File: src/rtl/vx_scoreboard_if.sv
// vx_scoreboard_if: decode / writeback / status bundle of the per-warp load
// scoreboard.
//   master : decode stage side (drives decode + writeback, observes status)
//   slave  : scoreboard side
// Signals:
//   in_decode_*        instruction currently held in decode
//   in_ext_stall       other stall sources (forwarding stall included)
//   in_wb_*            load writeback (warp, register)
//   out_stall          decode must hold (combinational)
//   out_fence_done/_warp  one-cycle fence completion pulse and its warp
//   out_wb_err         writeback hit a non-pending register
//   out_warp_busy      per-warp "has outstanding loads"
interface vx_scoreboard_if #(
  parameter int NW = 8
);
  localparam int NWB = (NW > 1) ? $clog2(NW) : 1;

  logic           in_decode_valid;
  logic [NWB-1:0] in_decode_warp_num;
  logic [4:0]     in_decode_src1;
  logic [4:0]     in_decode_src2;
  logic [4:0]     in_decode_dest;
  logic [1:0]     in_decode_wb;
  logic           in_decode_is_fence;
  logic           in_ext_stall;
  logic           in_wb_valid;
  logic [NWB-1:0] in_wb_warp_num;
  logic [4:0]     in_wb_dest;
  logic           out_stall;
  logic           out_fence_done;
  logic [NWB-1:0] out_fence_warp;
  logic           out_wb_err;
  logic [NW-1:0]  out_warp_busy;

  modport master (
    output in_decode_valid, in_decode_warp_num, in_decode_src1, in_decode_src2,
           in_decode_dest, in_decode_wb, in_decode_is_fence, in_ext_stall,
           in_wb_valid, in_wb_warp_num, in_wb_dest,
    input  out_stall, out_fence_done, out_fence_warp, out_wb_err, out_warp_busy
  );

  modport slave (
    input  in_decode_valid, in_decode_warp_num, in_decode_src1, in_decode_src2,
           in_decode_dest, in_decode_wb, in_decode_is_fence, in_ext_stall,
           in_wb_valid, in_wb_warp_num, in_wb_dest,
    output out_stall, out_fence_done, out_fence_warp, out_wb_err, out_warp_busy
  );
endinterface

File: src/rtl/vx_scoreboard.sv
// vx_scoreboard: per-warp register scoreboard for in-flight loads plus a
// fence sequencer that waits for a warp's outstanding loads to drain.
// Ports:
//   clk    : clock
//   reset  : synchronous, active-high
//   sb     : vx_scoreboard_if.slave (decode, writeback, status outputs)
// out_stall is combinational from decode inputs and registered state; all
// other outputs are registered.
module vx_scoreboard #(
  parameter int NW    = 8,
  parameter int CNT_W = 5
) (
  input logic           clk,
  input logic           reset,
  vx_scoreboard_if.slave sb
);
  localparam int NWB = (NW > 1) ? $clog2(NW) : 1;

  localparam logic [1:0]       NO_WB    = 2'd0;
  localparam logic [1:0]       WB_MEM   = 2'd2;
  localparam logic [CNT_W-1:0] CNT_ZERO = {CNT_W{1'b0}};
  localparam logic [CNT_W-1:0] CNT_ONE  = CNT_W'(1);
  localparam logic [CNT_W-1:0] CNT_MAX  = {CNT_W{1'b1}};
  localparam logic [NW-1:0]    NW_ONE   = NW'(1);

  typedef enum logic [1:0] {
    S_IDLE  = 2'd0,
    S_DRAIN = 2'd1,
    S_DONE  = 2'd2
  } fence_state_t;

  logic [31:0]      r_pending [NW];
  logic [CNT_W-1:0] r_count   [NW];
  logic [CNT_W-1:0] w_count_nxt [NW];
  fence_state_t     r_state;
  fence_state_t     w_state_nxt;
  logic [NWB-1:0]   r_fence_warp;
  logic [NWB-1:0]   w_fence_warp_nxt;
  logic             r_fence_done;
  logic             r_wb_err;
  logic [NW-1:0]    r_busy;

  logic [31:0]      w_dec_pend;
  logic             w_raw;
  logic             w_waw;
  logic             w_ovf;
  logic             w_fence_blk;
  logic             w_stall;
  logic             w_issue;
  logic             w_set;
  logic             w_wb_hit;
  logic             w_fence_issue;
  logic [NW-1:0]    w_inc_vec;
  logic [NW-1:0]    w_dec_vec;

  // Hazard detection against the decode warp's registered pending state.
  // x0 is never pending, so the nonzero guards only keep x0 out explicitly.
  assign w_dec_pend  = r_pending[sb.in_decode_warp_num];
  assign w_raw       = ((sb.in_decode_src1 != 5'd0) && w_dec_pend[sb.in_decode_src1]) ||
                       ((sb.in_decode_src2 != 5'd0) && w_dec_pend[sb.in_decode_src2]);
  assign w_waw       = (sb.in_decode_wb != NO_WB) && (sb.in_decode_dest != 5'd0) &&
                       w_dec_pend[sb.in_decode_dest];
  assign w_ovf       = (sb.in_decode_wb == WB_MEM) &&
                       (r_count[sb.in_decode_warp_num] == CNT_MAX);
  // Only DRAIN blocks: in DONE the sequencer is retiring and can accept the
  // next fence in the same cycle, so a held fence issues with the done pulse.
  assign w_fence_blk = (r_state == S_DRAIN) &&
                       ((sb.in_decode_warp_num == r_fence_warp) || sb.in_decode_is_fence);
  assign w_stall     = sb.in_decode_valid & (w_raw | w_waw | w_ovf | w_fence_blk);
  assign w_issue     = sb.in_decode_valid & ~w_stall & ~sb.in_ext_stall;

  assign w_set         = w_issue && (sb.in_decode_wb == WB_MEM) && (sb.in_decode_dest != 5'd0);
  assign w_wb_hit      = sb.in_wb_valid && r_pending[sb.in_wb_warp_num][sb.in_wb_dest];
  assign w_fence_issue = w_issue && sb.in_decode_is_fence;

  assign w_inc_vec = w_set    ? (NW_ONE << sb.in_decode_warp_num) : {NW{1'b0}};
  assign w_dec_vec = w_wb_hit ? (NW_ONE << sb.in_wb_warp_num)     : {NW{1'b0}};

  // Next outstanding-load count per warp; a simultaneous inc/dec cancels.
  always_comb begin
    for (int w = 0; w < NW; w++) begin
      w_count_nxt[w] = r_count[w];
      if (w_inc_vec[w] && !w_dec_vec[w]) begin
        w_count_nxt[w] = r_count[w] + CNT_ONE;
      end else if (!w_inc_vec[w] && w_dec_vec[w]) begin
        w_count_nxt[w] = r_count[w] - CNT_ONE;
      end else begin
        w_count_nxt[w] = r_count[w];
      end
    end
  end

  // Fence sequencer next state. DRAIN leaves as soon as the warp's count is
  // going to zero this cycle, so DONE lines up with the cycle after the last
  // writeback.
  always_comb begin
    w_state_nxt      = r_state;
    w_fence_warp_nxt = r_fence_warp;
    case (r_state)
      S_IDLE, S_DONE: begin
        if (w_fence_issue) begin
          w_fence_warp_nxt = sb.in_decode_warp_num;
          if (r_count[sb.in_decode_warp_num] == CNT_ZERO) begin
            w_state_nxt = S_DONE;
          end else begin
            w_state_nxt = S_DRAIN;
          end
        end else begin
          w_state_nxt = S_IDLE;
        end
      end
      S_DRAIN: begin
        if (w_count_nxt[r_fence_warp] == CNT_ZERO) begin
          w_state_nxt = S_DONE;
        end else begin
          w_state_nxt = S_DRAIN;
        end
      end
      default: begin
        w_state_nxt = S_IDLE;
      end
    endcase
  end

  // Pending bits and counters.
  always_ff @(posedge clk) begin
    if (reset) begin
      for (int w = 0; w < NW; w++) begin
        r_pending[w] <= 32'h0000_0000;
        r_count[w]   <= CNT_ZERO;
      end
    end else begin
      if (w_set) begin
        r_pending[sb.in_decode_warp_num][sb.in_decode_dest] <= 1'b1;
      end
      if (w_wb_hit) begin
        r_pending[sb.in_wb_warp_num][sb.in_wb_dest] <= 1'b0;
      end
      for (int w = 0; w < NW; w++) begin
        r_count[w] <= w_count_nxt[w];
      end
    end
  end

  // Fence state register and registered status outputs.
  always_ff @(posedge clk) begin
    if (reset) begin
      r_state      <= S_IDLE;
      r_fence_warp <= {NWB{1'b0}};
      r_fence_done <= 1'b0;
      r_wb_err     <= 1'b0;
      r_busy       <= {NW{1'b0}};
    end else begin
      r_state      <= w_state_nxt;
      r_fence_warp <= w_fence_warp_nxt;
      r_fence_done <= (w_state_nxt == S_DONE);
      r_wb_err     <= sb.in_wb_valid && !w_wb_hit;
      for (int w = 0; w < NW; w++) begin
        r_busy[w] <= (w_count_nxt[w] != CNT_ZERO);
      end
    end
  end

  assign sb.out_stall      = w_stall;
  assign sb.out_fence_done = r_fence_done;
  assign sb.out_fence_warp = r_fence_warp;
  assign sb.out_wb_err     = r_wb_err;
  assign sb.out_warp_busy  = r_busy;
endmodule

File: src/flat_wrapper.sv
// flat-port wrapper written by rule: the top's interface ports become plain ports
module vx_scoreboard_flat 
#(
  parameter int NW    = 8,
  parameter int CNT_W = 5
)
  (clk, reset, sb_in_decode_valid, sb_in_decode_warp_num, sb_in_decode_src1, sb_in_decode_src2, sb_in_decode_dest, sb_in_decode_wb, sb_in_decode_is_fence, sb_in_ext_stall, sb_in_wb_valid, sb_in_wb_warp_num, sb_in_wb_dest, sb_out_stall, sb_out_fence_done, sb_out_fence_warp, sb_out_wb_err, sb_out_warp_busy);
  vx_scoreboard_if #(.NW(NW)) sb_i ();
  input logic clk;
  input logic reset;
  input wire logic [$bits(sb_i.in_decode_valid)-1:0] sb_in_decode_valid;
  input wire logic [$bits(sb_i.in_decode_warp_num)-1:0] sb_in_decode_warp_num;
  input wire logic [$bits(sb_i.in_decode_src1)-1:0] sb_in_decode_src1;
  input wire logic [$bits(sb_i.in_decode_src2)-1:0] sb_in_decode_src2;
  input wire logic [$bits(sb_i.in_decode_dest)-1:0] sb_in_decode_dest;
  input wire logic [$bits(sb_i.in_decode_wb)-1:0] sb_in_decode_wb;
  input wire logic [$bits(sb_i.in_decode_is_fence)-1:0] sb_in_decode_is_fence;
  input wire logic [$bits(sb_i.in_ext_stall)-1:0] sb_in_ext_stall;
  input wire logic [$bits(sb_i.in_wb_valid)-1:0] sb_in_wb_valid;
  input wire logic [$bits(sb_i.in_wb_warp_num)-1:0] sb_in_wb_warp_num;
  input wire logic [$bits(sb_i.in_wb_dest)-1:0] sb_in_wb_dest;
  output wire logic [$bits(sb_i.out_stall)-1:0] sb_out_stall;
  output wire logic [$bits(sb_i.out_fence_done)-1:0] sb_out_fence_done;
  output wire logic [$bits(sb_i.out_fence_warp)-1:0] sb_out_fence_warp;
  output wire logic [$bits(sb_i.out_wb_err)-1:0] sb_out_wb_err;
  output wire logic [$bits(sb_i.out_warp_busy)-1:0] sb_out_warp_busy;
  assign sb_i.in_decode_valid = sb_in_decode_valid;
  assign sb_i.in_decode_warp_num = sb_in_decode_warp_num;
  assign sb_i.in_decode_src1 = sb_in_decode_src1;
  assign sb_i.in_decode_src2 = sb_in_decode_src2;
  assign sb_i.in_decode_dest = sb_in_decode_dest;
  assign sb_i.in_decode_wb = sb_in_decode_wb;
  assign sb_i.in_decode_is_fence = sb_in_decode_is_fence;
  assign sb_i.in_ext_stall = sb_in_ext_stall;
  assign sb_i.in_wb_valid = sb_in_wb_valid;
  assign sb_i.in_wb_warp_num = sb_in_wb_warp_num;
  assign sb_i.in_wb_dest = sb_in_wb_dest;
  assign sb_out_stall = sb_i.out_stall;
  assign sb_out_fence_done = sb_i.out_fence_done;
  assign sb_out_fence_warp = sb_i.out_fence_warp;
  assign sb_out_wb_err = sb_i.out_wb_err;
  assign sb_out_warp_busy = sb_i.out_warp_busy;
  vx_scoreboard #(.NW(NW), .CNT_W(CNT_W)) u_core (.clk(clk), .reset(reset), .sb(sb_i));
endmodule
File: config.mk
export PLATFORM = sky130hd
export DESIGN_NAME = vx_scoreboard_flat
export DESIGN_NICKNAME = d
export VERILOG_FILES = /design/src/rtl/vx_scoreboard_if.sv /design/src/rtl/vx_scoreboard.sv /design/src/flat_wrapper.sv
export SDC_FILE = /design/constraint.sdc
export NUM_CORES = 1
export LEC_CHECK = 0
export BUFFER_PORTS_ARGS = -buffer_cell sky130_fd_sc_hd__buf_2
export CORE_MARGIN = 2
export CORE_UTILIZATION = 40
export DETAILED_ROUTE_END_ITERATION = 6
export SLEW_MARGIN = 20
export SYNTH_ARGS = -nofsm -noshare
export SYNTH_HDL_FRONTEND = slang
export SYNTH_SLANG_ARGS = --single-unit
File: constraint.sdc
create_clock -name clk -period 4.57 [get_ports clk]
set_clock_uncertainty 0.2 [all_clocks]
set_input_delay 0.2285 -clock clk [delete_from_list [all_inputs] [get_ports clk]]
set_output_delay 0.2285 -clock clk [all_outputs]
set_load 0.01 [all_outputs]
# ---- After elaboration in Yosys (flattened, before gate mapping)
# Memories as Yosys holds them, arrays and structs flattened.
# Cells that the tools add are included.
# Widths: inputs -> output; s select.
dict set report word_totals {
  ff_bits 15
  ram_bits 296
  in_bits 34
  output_inout_bits 14
  word_cells 182
  mem_count 2
}
# memory depth width read_ports rd_ports_with_merged_regs wr line
set mem_list {}
lappend mem_list {u_core.r_pending 8 32 2 0 8 vx_scoreboard.sv:32} ;# logic [31:0] r_pending [NW];
lappend mem_list {u_core.r_count 8 5 9 0 8 vx_scoreboard.sv:33} ;# logic [CNT_W-1:0] r_count [NW];
dict set report op_classes {
  addsub 16
  order_cmp 7
  eq_ne 6
  shift 2
  n_mux 60
  n_bitwise 17
  n_reduce_logical 67
}
# operator count
set op_table {}
lappend op_table {{$mux 32} 6}
lappend op_table {{$mux 5} 26}
lappend op_table {{$reduce_or 32->1} 2}
lappend op_table {{$reduce_bool 5->1} 11}
lappend op_table {{$add 5x1->5 const B} 8}
lappend op_table {{$sub 5x1->5 const B} 8}
lappend op_table {{$logic_and 1x1->1} 29}
lappend op_table {{$lt 5x6->1 const B} 4}
lappend op_table {{$bmux 1 s5} 4}
lappend op_table {{$logic_not 1->1} 17}
lappend op_table {{$mux 8} 2}
lappend op_table {{$shl 1x3->8 const A} 2}
lappend op_table {{$bmux 5 s3} 1}
lappend op_table {{$mux 1} 13}
lappend op_table {{$or 1x1->1} 11}
lappend op_table {{$demux 1 s5} 2}
lappend op_table {{$ge 5x1->1 const B} 2}
lappend op_table {{$logic_not 5->1} 2}
lappend op_table {{$eq 2x2->1 const B} 3}
lappend op_table {{$mux 2} 3}
lappend op_table {{$mux 3} 2}
lappend op_table {{$eq 5x5->1 const B} 1}
lappend op_table {{$ge 4x4->1 const B} 1}
lappend op_table {{$not 3->4} 1}
lappend op_table {{other kinds (10)} 14}

# ---- Longest topological paths before layout
# An unclocked memory read counts as a cell.
dict set report logic_depth {
  ltp_word 26
  depth_mapped 22
  ltp_nobuf 13
}

# ---- Least setup slack after synthesis
# Ideal clock, no wire load.
dict set report synth_timing {
  path_type {input to register}
  start {in sb_in_decode_warp_num[0]}
  end {reg u_core.r_state[0]}
  arrival_ns 3.791
  setup_slack_ns 0.446
  cell_stages 18
  path_buffers 5
  path_cell_list {buf_6 -> buf_12 -> and3b_1 -> buf_4 -> a22oi_2 -> nand3_1 -> a311o_1 -> a211o_1 -> o311a_1 -> and4_1 -> buf_6 -> buf_6 -> and4_4 -> or3_1 -> a222oi_1 -> nand2_1 -> o41ai_2 -> o31ai_1}
}
dict set report synth_between {
  elab_chain_len 25
}
# element line
set synth_lines {}
lappend synth_lines {{from (decl)} flat_wrapper.sv:12} ;# input wire logic [$bits(sb_i.in_decode_warp_num)-1:0] sb_in_decode_warp_num;
lappend synth_lines {{$mem_v2 8x32} n/a}
lappend synth_lines {{$bmux 1 s5, on equally long branches} {vx_scoreboard.sv:59, vx_scoreboard.sv:60}}
lappend synth_lines {{$mux 1, on equally long branches} {vx_scoreboard.sv:59, vx_scoreboard.sv:60}}
lappend synth_lines {{$logic_and 1x1->1, on equally long branches} {vx_scoreboard.sv:59, vx_scoreboard.sv:60}}
lappend synth_lines {{$logic_or 1x1->1} vx_scoreboard.sv:59} ;# assign w_raw = ((sb.in_decode_src1 != 5'd0) && w_dec_pend[sb.in_decode_src1]) ||
lappend synth_lines {{$or 1x1->1 (3 in a row)} vx_scoreboard.sv:69} ;# assign w_stall = sb.in_decode_valid & (w_raw | w_waw | w_ovf | w_fence_blk);
lappend synth_lines {{$and 1x1->1} vx_scoreboard.sv:69}
lappend synth_lines {{$not 1->1} vx_scoreboard.sv:70} ;# assign w_issue = sb.in_decode_valid & ~w_stall & ~sb.in_ext_stall;
lappend synth_lines {{(+6 left out)} n/a}
lappend synth_lines {{$logic_and 1x1->1} vx_scoreboard.sv:85} ;# end else if (!w_inc_vec[w] && w_dec_vec[w]) begin
lappend synth_lines {{$mux 5} vx_scoreboard.sv:85}
lappend synth_lines {{$mux 5} vx_scoreboard.sv:83} ;# if (w_inc_vec[w] && !w_dec_vec[w]) begin
lappend synth_lines {{$bmux 5 s3} vx_scoreboard.sv:113} ;# if (w_count_nxt[r_fence_warp] == CNT_ZERO) begin
lappend synth_lines {{$mux 5 (not written as such) (2 in a row)} vx_scoreboard.sv:113}
lappend synth_lines {{$logic_not 5->1} vx_scoreboard.sv:113}
lappend synth_lines {{$mux 2} vx_scoreboard.sv:113}
lappend synth_lines {{$pmux 2 s2 (*)} vx_scoreboard.sv:99} ;# case (r_state)
lappend synth_lines {{to (signal assigned)} vx_scoreboard.sv:154} ;# r_state <= w_state_nxt;
lappend synth_lines {{to (decl)} vx_scoreboard.sv:35} ;# fence_state_t r_state;
# Every way passes the cells marked *; elsewhere a longest branch is shown, timed or not. The select of a mux whose other input is x is not followed.
# A chain may end at the register's enable or synchronous reset.

==> metrics.yaml <==
row_count: 81
synthCells: 2367
switching_share_pct: 28.1
period_share_pct: 96.3
ys_seq_area_share_pct: 31.5
cts_root_buf: "clkbuf_16"
cts-buffers-inserted: 38
min_period_ps: 4400
grt_pass1_vias: 20800
critical_path_class: "flop to flop"
synth_area_leaders: "dfxtp_1, a21oi_1, nor2b_1"
holdWs_ps: 170
cts_tree: "yes"
drc: 0
cp.required_ps: 4810
rsz0062_at_grt: "no"
firstDrtPassIters: 6
synth_top_area_share_pct: 31.5
critPathLaunchType: "flop"
multi_input_area_um2: 12500
antenna_left: 0
pwr-share-clk_pct: 45.0
hold_path.class: "primary input to flop"
synth_top_area_cell: "dfxtp_1"
combPwrFrac_pct: 16.1
finalNetCount: 2700
power_frac_seq_pct: 38.9
syn_area_per_cell_um2: 8.36
drive_gt1_share_pct: 23.6
synth_cell_types: 91
via_per_inst: 6.33
synth_edf_count: 0
seq_area_um2: 6230
routedWlPerCell_um: 25.8
core_um2: 48800
grt_antenna_before_repair: 7
dp_hpwl_um: 58000
vias: 21200
grtUsageTotal_pct: 33.5
ys_async_sr_fraction_pct: 0
powerDensity_nw_per_um2: 289
pin_count: 48
synthFlopType: "dfxtp_1"
place_area_um2: 23200
slew-limit-headroom_pct: 37.5
fin_tns_setup_ps: 0
dieHeight_um: 226
synthesis.nets: 2417
max-clock-path-buffers: 3
reg2reg_slack_ps: 170
cts_num_sinks: 311
cap_violations: 0
syn2layout_area_growth_pct: 24.2
initial_core_util_pct: 40.5
ys_ff_latch: 311
clk_pin_slew_ps: 60
status: "completed"
synthTopCellsByCount: "a21oi_1, dfxtp_1, nor2b_1, clkbuf_1, nor2_1"
power_mw: 7.10
max_freq_mhz: 227
dieArea_um2: 51300
fp.dieW_um: 226
place_congestion: 0.983
finalSetupViolCount: 0
final_hold_viol_count: 0
grt_pass1_wl_um: 129000
wirelength_um: 86200
peakVddDrop_uv: 288
port_buffers: 47
nFillCells: 4674
tightest_slew_ps: 938
overflow: 0
drtIter0Drc: 2459
crit_arrival_ps: 4640
final_cell_area_um2: 24600
maxSlewViolCount: 0
cp_max_fo: 10
p_switching_mw: 1.99
p_int_mw: 5.10
htree_levels: 2
grt_max_degree: 165
worstSkewPairLatency_ps: 580
synth_area_um2: 19800
synth_warnings: 0
crit_path_end_kind: "flop"
synth.most_common_cell: "a21oi_1"
total_leakage_power_nw: 9.84
layer usage:
metal / vias up / part of all wire, % / global-route usage, %
li1: 9334 / - / -
met1: 10300 / 40 / 42.8
met2: 1249 / 44 / 51.6
met3: 324 / 10 / 7.97
met4: 6 / 6.0 / 19.3
met5: - / 0.050 / 0
final timing paths:
check | depth (start not counted) | to | from
setup / recovery | 17 | u_core.sb.out_fence_done | u_core.r_pending[3][30]
hold / removal | 5 | u_core.sb.out_fence_warp[2] | sb_in_decode_warp_num[2]
setup reg to reg | 17 | u_core.sb.out_fence_done | u_core.r_pending[3][30]
hold reg to reg | 2 | u_core.r_pending[4][0] | u_core.r_pending[4][0]
cells in the final DEF (no fill, tap or decap), types with 7 or more instances in the layout:
cell type    n
mux4_2      62
nand3b_1    10
a221oi_1     8
mux2_2      35
diode_2      7
ha_1        16
o21a_1       7
and4_1       7
nand3_1     52
inv_1       55
clkinv_2     8
o21ai_0     20
a2bb2oi_1   20
o311a_1      7
a31oi_1     16
buf_4      353
and2_1       8
o211ai_1    11
nand2b_1    21
nor2b_1    264
o22ai_1     17
buf_2       43
a21oi_1    539
nor3_1      28
or3_1       21
nand2_1    100
buf_12      27
mux2i_1    118
clkbuf_16   39
xnor2_1     13
o2111ai_1   12
nand4_1     22
a2111oi_0    9
a211oi_1    24
and3_1      15
a22oi_1     47
dfxtp_1    311
nor2_1     121
nor4_1      11
kinds of logic after synthesis:
group	count (synthesis)	synth area share [%]
adder cells (fa/ha/maj)	16	1.01
flip-flops	311	31.5
AO/OA/AOI/OAI	831	25.5
AND/OR/NAND/NOR	733	20.4
buffers and inverters	241	5.65
multiplexers	217	15.1
XOR/XNOR	18	0.797
flip-flops by register name, indices dropped and copies added, names as in the netlist:
register,flops
u_core.r_count,40
u_core.r_pending,256
u_core.r_state,2
u_core.sb.out_fence_done,1
u_core.sb.out_fence_warp,3
u_core.sb.out_warp_busy,8
u_core.sb.out_wb_err,1
final cells by class:
type                    count  share of cell area, %
flip-flops and latches    311                   25.3
multi-input cells        1815                   51.0
inverters                  56                  0.855
clock inverters            16                  0.876
clock buffers              50                   4.34
well taps                 664                   3.38
diodes                      7                 0.0713
repair buffers            428                   14.1
metrics by stage:
| stage | cells | utilization, % | setup slack (ps) |
|---|---|---|---|
| after floorplan | 2367 | - | 446 |
| after global placement | 3270 | 47.5 | -312 |
| after detailed placement | 3270 | 47.5 | -345 |
| after CTS | 3339 | 50.2 | 92.5 |
| after global routing | 3342 | 50.3 | 5.91 |
| final | 3347 | 50.3 | 171 |
power groups by stage:
stage	logic, mW	registers (mW)	clock network [mW]
after floorplan	0.565	2.83	0
after global placement	1.08	2.82	0
after detailed placement	1.09	2.82	0
after CTS	1.10	2.76	3.22
after global routing	1.19	2.76	3.35
final	1.14	2.76	3.20
timing repair:
action | 4_1_cts | 5_1_grt
gates resized for setup | 0 | 11
hold buffers | 3 | 0
setup endpoints to repair | 0 | 4
hold endpoints to repair | 19 | 0
buffers inserted | 0 | 1
worst max-delay path, stage by stage (launching register included):
cell and delay, ps:
dfxtp_1 380, mux2i_1 120, a222oi_1 460, o2111ai_1 180
and4_1 220, a211oi_1 490, a311oi_2 110, buf_4 160
nand4_1 120, buf_4 220, nor2_1 100, buf_4 140
a31o_2 240, o22a_1 200, a221oi_1 350, a311oi_1 90
buf_4 160, o31a_1 290
Power figures use the tool's default switching activity.
